`config.mk`:
```
export PLATFORM = sky130hd
export DESIGN_NAME = mem_loader
export DESIGN_NICKNAME = d
export VERILOG_FILES = /design/src/rtl/mem_pkg.sv /design/src/rtl/byte_to_word.sv /design/src/rtl/mem_loader.sv
export SDC_FILE = /design/constraint.sdc
export NUM_CORES = 1
export LEC_CHECK = 0
export ABC_AREA = 1
export CORE_ASPECT_RATIO = 1.1
export CORE_MARGIN = 3
export CORE_UTILIZATION = 60
export CTS_CLUSTER_SIZE = 16
export DETAILED_ROUTE_END_ITERATION = 8
export GPL_TIMING_DRIVEN = 0
export PLACE_DENSITY = 0.95
export REMOVE_ABC_BUFFERS = 1
export SLEW_MARGIN = 20
export SYNTH_ARGS = -nofsm -noshare
export SYNTH_HDL_FRONTEND = slang
export SYNTH_SLANG_ARGS = --single-unit
```
`constraint.sdc`:
```
create_clock -name clk -period 2.9 [get_ports clk]
set_input_delay 0.29 -clock clk [delete_from_list [all_inputs] [get_ports clk]]
set_output_delay 0.29 -clock clk [all_outputs]
set_load 0.02 [all_outputs]
```
`src/rtl/mem_pkg.sv`:
```
// Shared definitions for the byte-stream memory loader: header length,
// frame state encoding and the word-count width.
package mem_pkg;

  localparam int HDR_BYTES = 4;
  localparam int CNT_W     = 16;

  typedef enum logic [1:0] {
    HDR,
    DATA,
    DONE
  } state_t;

endpackage

```
`src/rtl/byte_to_word.sv`:
```
// Shift-in word assembler: collects DATA_W/8 bytes LSB-first and presents the
// completed word combinationally together with the strobe on the last byte.
module byte_to_word #(
  parameter int DATA_W = 16
) (
  input  logic              clk,
  input  logic              clear,
  input  logic [7:0]        in_data,
  input  logic              take,
  output logic [DATA_W-1:0] word,
  output logic              word_valid
);

  localparam int BYTES = DATA_W / 8;
  localparam int IDX_W = (BYTES > 1) ? $clog2(BYTES) : 1;

  logic [IDX_W-1:0] idx;
  logic             last;

  assign last       = (idx == IDX_W'(BYTES - 1));
  assign word_valid = take && last;

  // NOTE: sequential state is updated with non-blocking assignments only, so
  // every register samples the values from before the clock edge.
  always_ff @(posedge clk) begin
    if (clear) begin
      idx <= '0;
    end else if (take) begin
      idx <= last ? '0 : idx + 1'b1;
    end
  end

  generate
    if (BYTES == 1) begin : g_single
      assign word = in_data;
    end else begin : g_multi
      logic [DATA_W-1:0] acc;

      // NOTE: the shift register carries no reset; clearing the byte index
      // is enough to discard a partial word because stale bytes are always
      // shifted out before the next word completes.
      always_ff @(posedge clk) begin
        if (take) begin
          acc <= {in_data, acc[DATA_W-1:8]};
        end
      end

      // The final byte bypasses the register so the word is ready on its edge.
      assign word = {in_data, acc[DATA_W-1:8]};
    end
  endgenerate

endmodule

```
`src/rtl/mem_loader.sv`:
```
// Framed byte-stream memory writer: parses a 4-byte little-endian header
// (start address, word count) and writes the assembled payload words to RAM.
module mem_loader
  import mem_pkg::*;
#(
  parameter int WORD_N = 256,
  parameter int ADDR_W = $clog2(WORD_N),
  parameter int DATA_W = 16
) (
  input  logic              clk,
  input  logic              rst,
  input  logic [7:0]        in_data,
  input  logic              in_valid,
  output logic              in_ready,
  input  logic              abort,
  output logic [ADDR_W-1:0] waddr,
  output logic [DATA_W-1:0] wdata,
  output logic              wr,
  output logic              busy,
  output logic              done
);

  state_t            state, state_next;
  logic [1:0]        hdr_idx;
  logic [7:0]        lo_byte;
  logic [15:0]       hdr_val;
  logic [ADDR_W-1:0] addr, addr_next;
  logic [CNT_W-1:0]  count;
  logic              accept, hdr_take, data_take, hdr_last;
  logic [DATA_W-1:0] word;
  logic              word_valid;

  // An abort in the same cycle as a byte drops the byte.
  assign accept    = in_valid && in_ready && !abort;
  assign hdr_take  = accept && (state == HDR);
  assign data_take = accept && (state == DATA);
  assign hdr_last  = (hdr_idx == 2'(HDR_BYTES - 1));
  assign hdr_val   = {in_data, lo_byte};
  assign addr_next = (addr == ADDR_W'(WORD_N - 1)) ? '0 : addr + 1'b1;

  byte_to_word #(
    .DATA_W(DATA_W)
  ) u_assembler (
    .clk       (clk),
    .clear     (rst || abort),
    .in_data   (in_data),
    .take      (data_take),
    .word      (word),
    .word_valid(word_valid)
  );

  always_ff @(posedge clk) begin
    if (rst || abort) begin
      state <= HDR;
    end else begin
      state <= state_next;
    end
  end

  // NOTE: state_next gets a default before the case so no path leaves it
  // unassigned, which would otherwise infer a latch.
  always_comb begin
    state_next = state;
    case (state)
      HDR:     if (hdr_take && hdr_last) state_next = (hdr_val != '0) ? DATA : DONE;
      DATA:    if (word_valid && count == CNT_W'(1)) state_next = DONE;
      DONE:    state_next = HDR;
      default: state_next = HDR;
    endcase
  end

  // in_ready drops combinationally with rst so no byte is taken while in reset.
  always_comb begin
    in_ready = !rst && (state != DONE);
    busy     = (state != HDR) || (hdr_idx != 2'd0);
    done     = (state == DONE);
  end

  always_ff @(posedge clk) begin
    if (rst) begin
      waddr   <= '0;
      wdata   <= '0;
      wr      <= 1'b0;
      hdr_idx <= 2'd0;
      lo_byte <= 8'd0;
      addr    <= '0;
      count   <= '0;
    end else if (abort) begin
      wr      <= 1'b0;
      hdr_idx <= 2'd0;
    end else begin
      wr <= 1'b0;
      if (hdr_take) begin
        hdr_idx <= hdr_last ? 2'd0 : hdr_idx + 2'd1;
        case (hdr_idx)
          2'd0, 2'd2: lo_byte <= in_data;
          2'd1:       addr    <= hdr_val[ADDR_W-1:0];
          default:    count   <= hdr_val;
        endcase
      end
      if (word_valid) begin
        wr    <= 1'b1;
        waddr <= addr;
        wdata <= word;
        addr  <= addr_next;
        count <= count - CNT_W'(1);
      end
    end
  end

endmodule

```
==> run summary <==
horizontal extent of the die: 77.6 um
number of endpoints with negative hold slack in the final report: 0
TritonCTS sink count: 70
setup repair after global routing missed its margin: false
Leakage Power: 0.00175 uW
area share of the largest cell type after synthesis: 36.7%
logic depth of the worst setup path including buffers: 10
critical path cell sequence: clkdlybuf4s50_1 > nor2_4 > nand3_2 > inv_2 > nand2_4 > nand2_4 > inv_2 > nand2_1 > nand3_1 > inv_1
final wirelength: 8.85 mm
Final Max Tran Viols: 0
post-route core utilization: 74.1%
Total Nets Final: 518
count of maximum capacitance violations: 0
WHS Path Cells: 2
critical register-to-register path endpoint: count[7]$_SDFFE_PP0P_
relative slew slack: 54.6%
Worst Tran Pin Value: 0.679 ns
worst path buffer plus inverter count: 4
antenna violations before repair: 0
Area growth syn-to-layout: 19.1%
Worst Setup Slack, final: 0.499 ns
number of register bits inferred by synthesis: 70
row count: 28
Finished Cell Area: 4020 um2
overall global routing resource usage: 28.6%
Setup Viol. Count Final: 0
cells taking the most area after synthesis: dfxtp_1, nand2_1, o21ai_0
Clock H-tree levels: 3
Worst Setup Slack post-DPL: 0.173 ns
Largest stage delay, worst path: 0.76 ns
wire length of the first global-routing pass: 14.9 mm
r2r startpoint: state[1]$_SDFFE_PP0P_
cts-stage hold buffer count: 0
cell count after synthesis: 466
Port Buf Inserts: 39
source-to-sink clock delay at the later pin of the worst-skew pair: 0.36 ns
floorplan die area: 6570 um2
Worst-path clk slew: 0.07 ns
placed inst area: 3790 um2
core area: 5430 um2
Detailed Routing Iterations Pass 1: 6
pin count of the biggest net entering global routing: 47
Power Total: 2040 uW
number of nets still failing antenna checks after routing: 0
Max Fclk: 0.416 GHz
number of design-rule violations left by the first detailed-router iteration: 384
total standard cell area after synthesis: 3380 um2
Reg2Reg Depth: 11
reg2reg setup slack: 1.00 ns
cell at the root of the clock tree: clkbuf_8
drc violations: 0
maximum ir drop on the vdd rail: 0.445 mV
starting density of the core: 62.2%
final critical path time including I/O delays and setup: 2.40 ns
number of instances resized during post-cts repair: 0
overflow left after global routing: 0
share of the cycle needed by the critical path after routing: 82.8%
Synthesis Warnings: 0
critical path endpoint category: register
n_diodes: 0
number of global-route vias before repair: 3162
status: finished, final reports clean
power density cells: 508 nW/um2
capturing instance or port of the critical path: count[7]$_SDFFE_PP0P_
synthesized area per cell: 7.25 um2
clock buffers created by TritonCTS: 9
half-perimeter wire length after detailed placement: 5.66 mm
maximum fanout encountered on the critical timing path: 39
sequential element share of the synthesized area: 43.8%
# Post-CTS Setup Buffers: 0
TritonCTS clock tree: done
Slowest cell on crit path: clkdlybuf4s50_1
die span in y: 84.7 um
final RePlAce weighted congestion: 0.882
Top delay family on crit path: buffers and inverters
vias post-DR: 3329
path category of the worst min-delay check: reg -> reg
per-cell via count in the routed design: 5.75
detail-routed net length per standard cell: 15.3 um
kind of launch point of the worst setup path: input port
worst setup path startpoint: rst
maximum clock skew at final layout: 0.00933 ns
arrival time reported for the critical path endpoint: 2.70 ns
Critical Path RT: 3.20 ns
Max Buffers Root-to-Sink: 2
Unique masters post-synth: 33
ratio of cells with drive above 1 in the final layout: 6.55%
smallest hold slack: 0.466 ns
number of placed I/O pins: 40
cell type contributing the most total cell area after synthesis: dfxtp_1
Worst Path Class, Setup: in -> reg
cell usage after synthesis:
cell / number
nand2_1: 87
nor2_1: 77
dfxtp_1: 62
o21ai_0: 60
inv_1: 43
a21oi_1: 35
nand3_1: 29
edfxtp_1: 8
clkbuf_1: 7
ha_1: 7
buf_2: 6
nand4_1: 6
o21ai_1: 5
inv_2: 4
buf_6: 3
nand2_4: 3
xnor2_1: 3
xor2_1: 3
a21oi_2: 2
nor3_1: 2
o31ai_1: 2
a211oi_1: 1
and3_1: 1
buf_4: 1
clkbuf_2: 1
nand2_2: 1
nand3_2: 1
nand4_2: 1
nor2_2: 1
nor2_4: 1
nor2_8: 1
nor3_4: 1
nor3b_1: 1
cell usage in the layout, fill, tap and decap left out, types with 2 or more instances in the layout:
| master | netlist | routed |
|---|---|---|
| a21oi_1 | 35 | 35 |
| a21oi_2 | 2 | 2 |
| bufinv_16 | 0 | 3 |
| clkbuf_8 | 0 | 9 |
| clkdlybuf4s50_1 | 0 | 39 |
| clkinvlp_4 | 0 | 2 |
| dfxtp_1 | 62 | 62 |
| edfxtp_1 | 8 | 8 |
| ha_1 | 7 | 7 |
| inv_1 | 43 | 42 |
| inv_2 | 4 | 5 |
| nand2_1 | 87 | 87 |
| nand2_4 | 3 | 3 |
| nand3_1 | 29 | 29 |
| nand4_1 | 6 | 6 |
| nor2_1 | 77 | 77 |
| nor2_4 | 1 | 2 |
| nor3_1 | 2 | 2 |
| o21ai_0 | 60 | 60 |
| o21ai_1 | 5 | 5 |
| o31ai_1 | 2 | 2 |
| xnor2_1 | 3 | 3 |
| xor2_1 | 3 | 3 |
worst min-delay path, stage by stage (launching register included):
cell and delay, ns:
dfxtp_1 0.31, nand2_1 0.06, a21oi_1 0.05
layout make-up:
cell class                      count  area [um2]
Tap cell                           75        93.8
Clock inverter                      6         110
Timing Repair Buffer               40         410
Fill cell                         372        1410
Sequential cell                    70        1480
Clock buffer                       10         128
Multi-Input combinational cell    331        1620
Inverter                           47         176
cells by family (layout without fill, tap and decap cells):
kind of cell	Yosys count	after routing	share of synthesized area (%)
AOI/OAI and AO/OA	105	105	16.0
adders and majority gates	7	7	2.59
DFF	70	70	43.8
buffers and inverters	65	103	8.26
xor gates and xnor gates	6	6	1.56
and+or+nand+nor	213	213	27.8
power breakdown:
| part | internal, uW | total (uW) | switching (uW) |
|---|---|---|---|
| registers | 987 | 997 | 10.3 |
| clock network | 570 | 952 | 383 |
| logic | 34.1 | 93.5 | 59.4 |
| total | 1590 | 2040 | 452 |
how the worst min path moves through the flow:
| stage | startpoint | to |
|---|---|---|
| after floorplan | rst | count[10]$_SDFFE_PP0P_ |
| after global placement | waddr[7]$_SDFFE_PP0P_ | waddr[7]$_SDFFE_PP0P_ |
| after detailed placement | waddr[6]$_SDFFE_PP0P_ | waddr[6]$_SDFFE_PP0P_ |
| after CTS | waddr[6]$_SDFFE_PP0P_ | waddr[6]$_SDFFE_PP0P_ |
| after global routing | waddr[7]$_SDFFE_PP0P_ | waddr[7]$_SDFFE_PP0P_ |
| final | waddr[6]$_SDFFE_PP0P_ | waddr[6]$_SDFFE_PP0P_ |
state kept, by name (all words and copies together) (netlist names):
name	count
addr	8
count	16
hdr_idx	2
lo_byte	8
state	2
u_assembler.g_multi.acc	8
u_assembler.idx	1
waddr	8
wdata	16
wr	1
per-stage QoR:
step / instances / setup TNS (ns)
floorplan: 448 / 0
finish: 579 / 0
global route: 579 / 0
global placement: 562 / -27.87
CTS: 579 / 0
detailed placement: 563 / 0
routing by layer:
metal	GRT usage (%)	up-vias	share of wire (%)
li1	-	1582	-
met1	34.9	1542	40
met2	46.0	160	49
met3	6.22	45	6.1
met4	17.3	0	4.8
met5	0	-	0
Note: power is estimated with default switching activity, not from simulation.
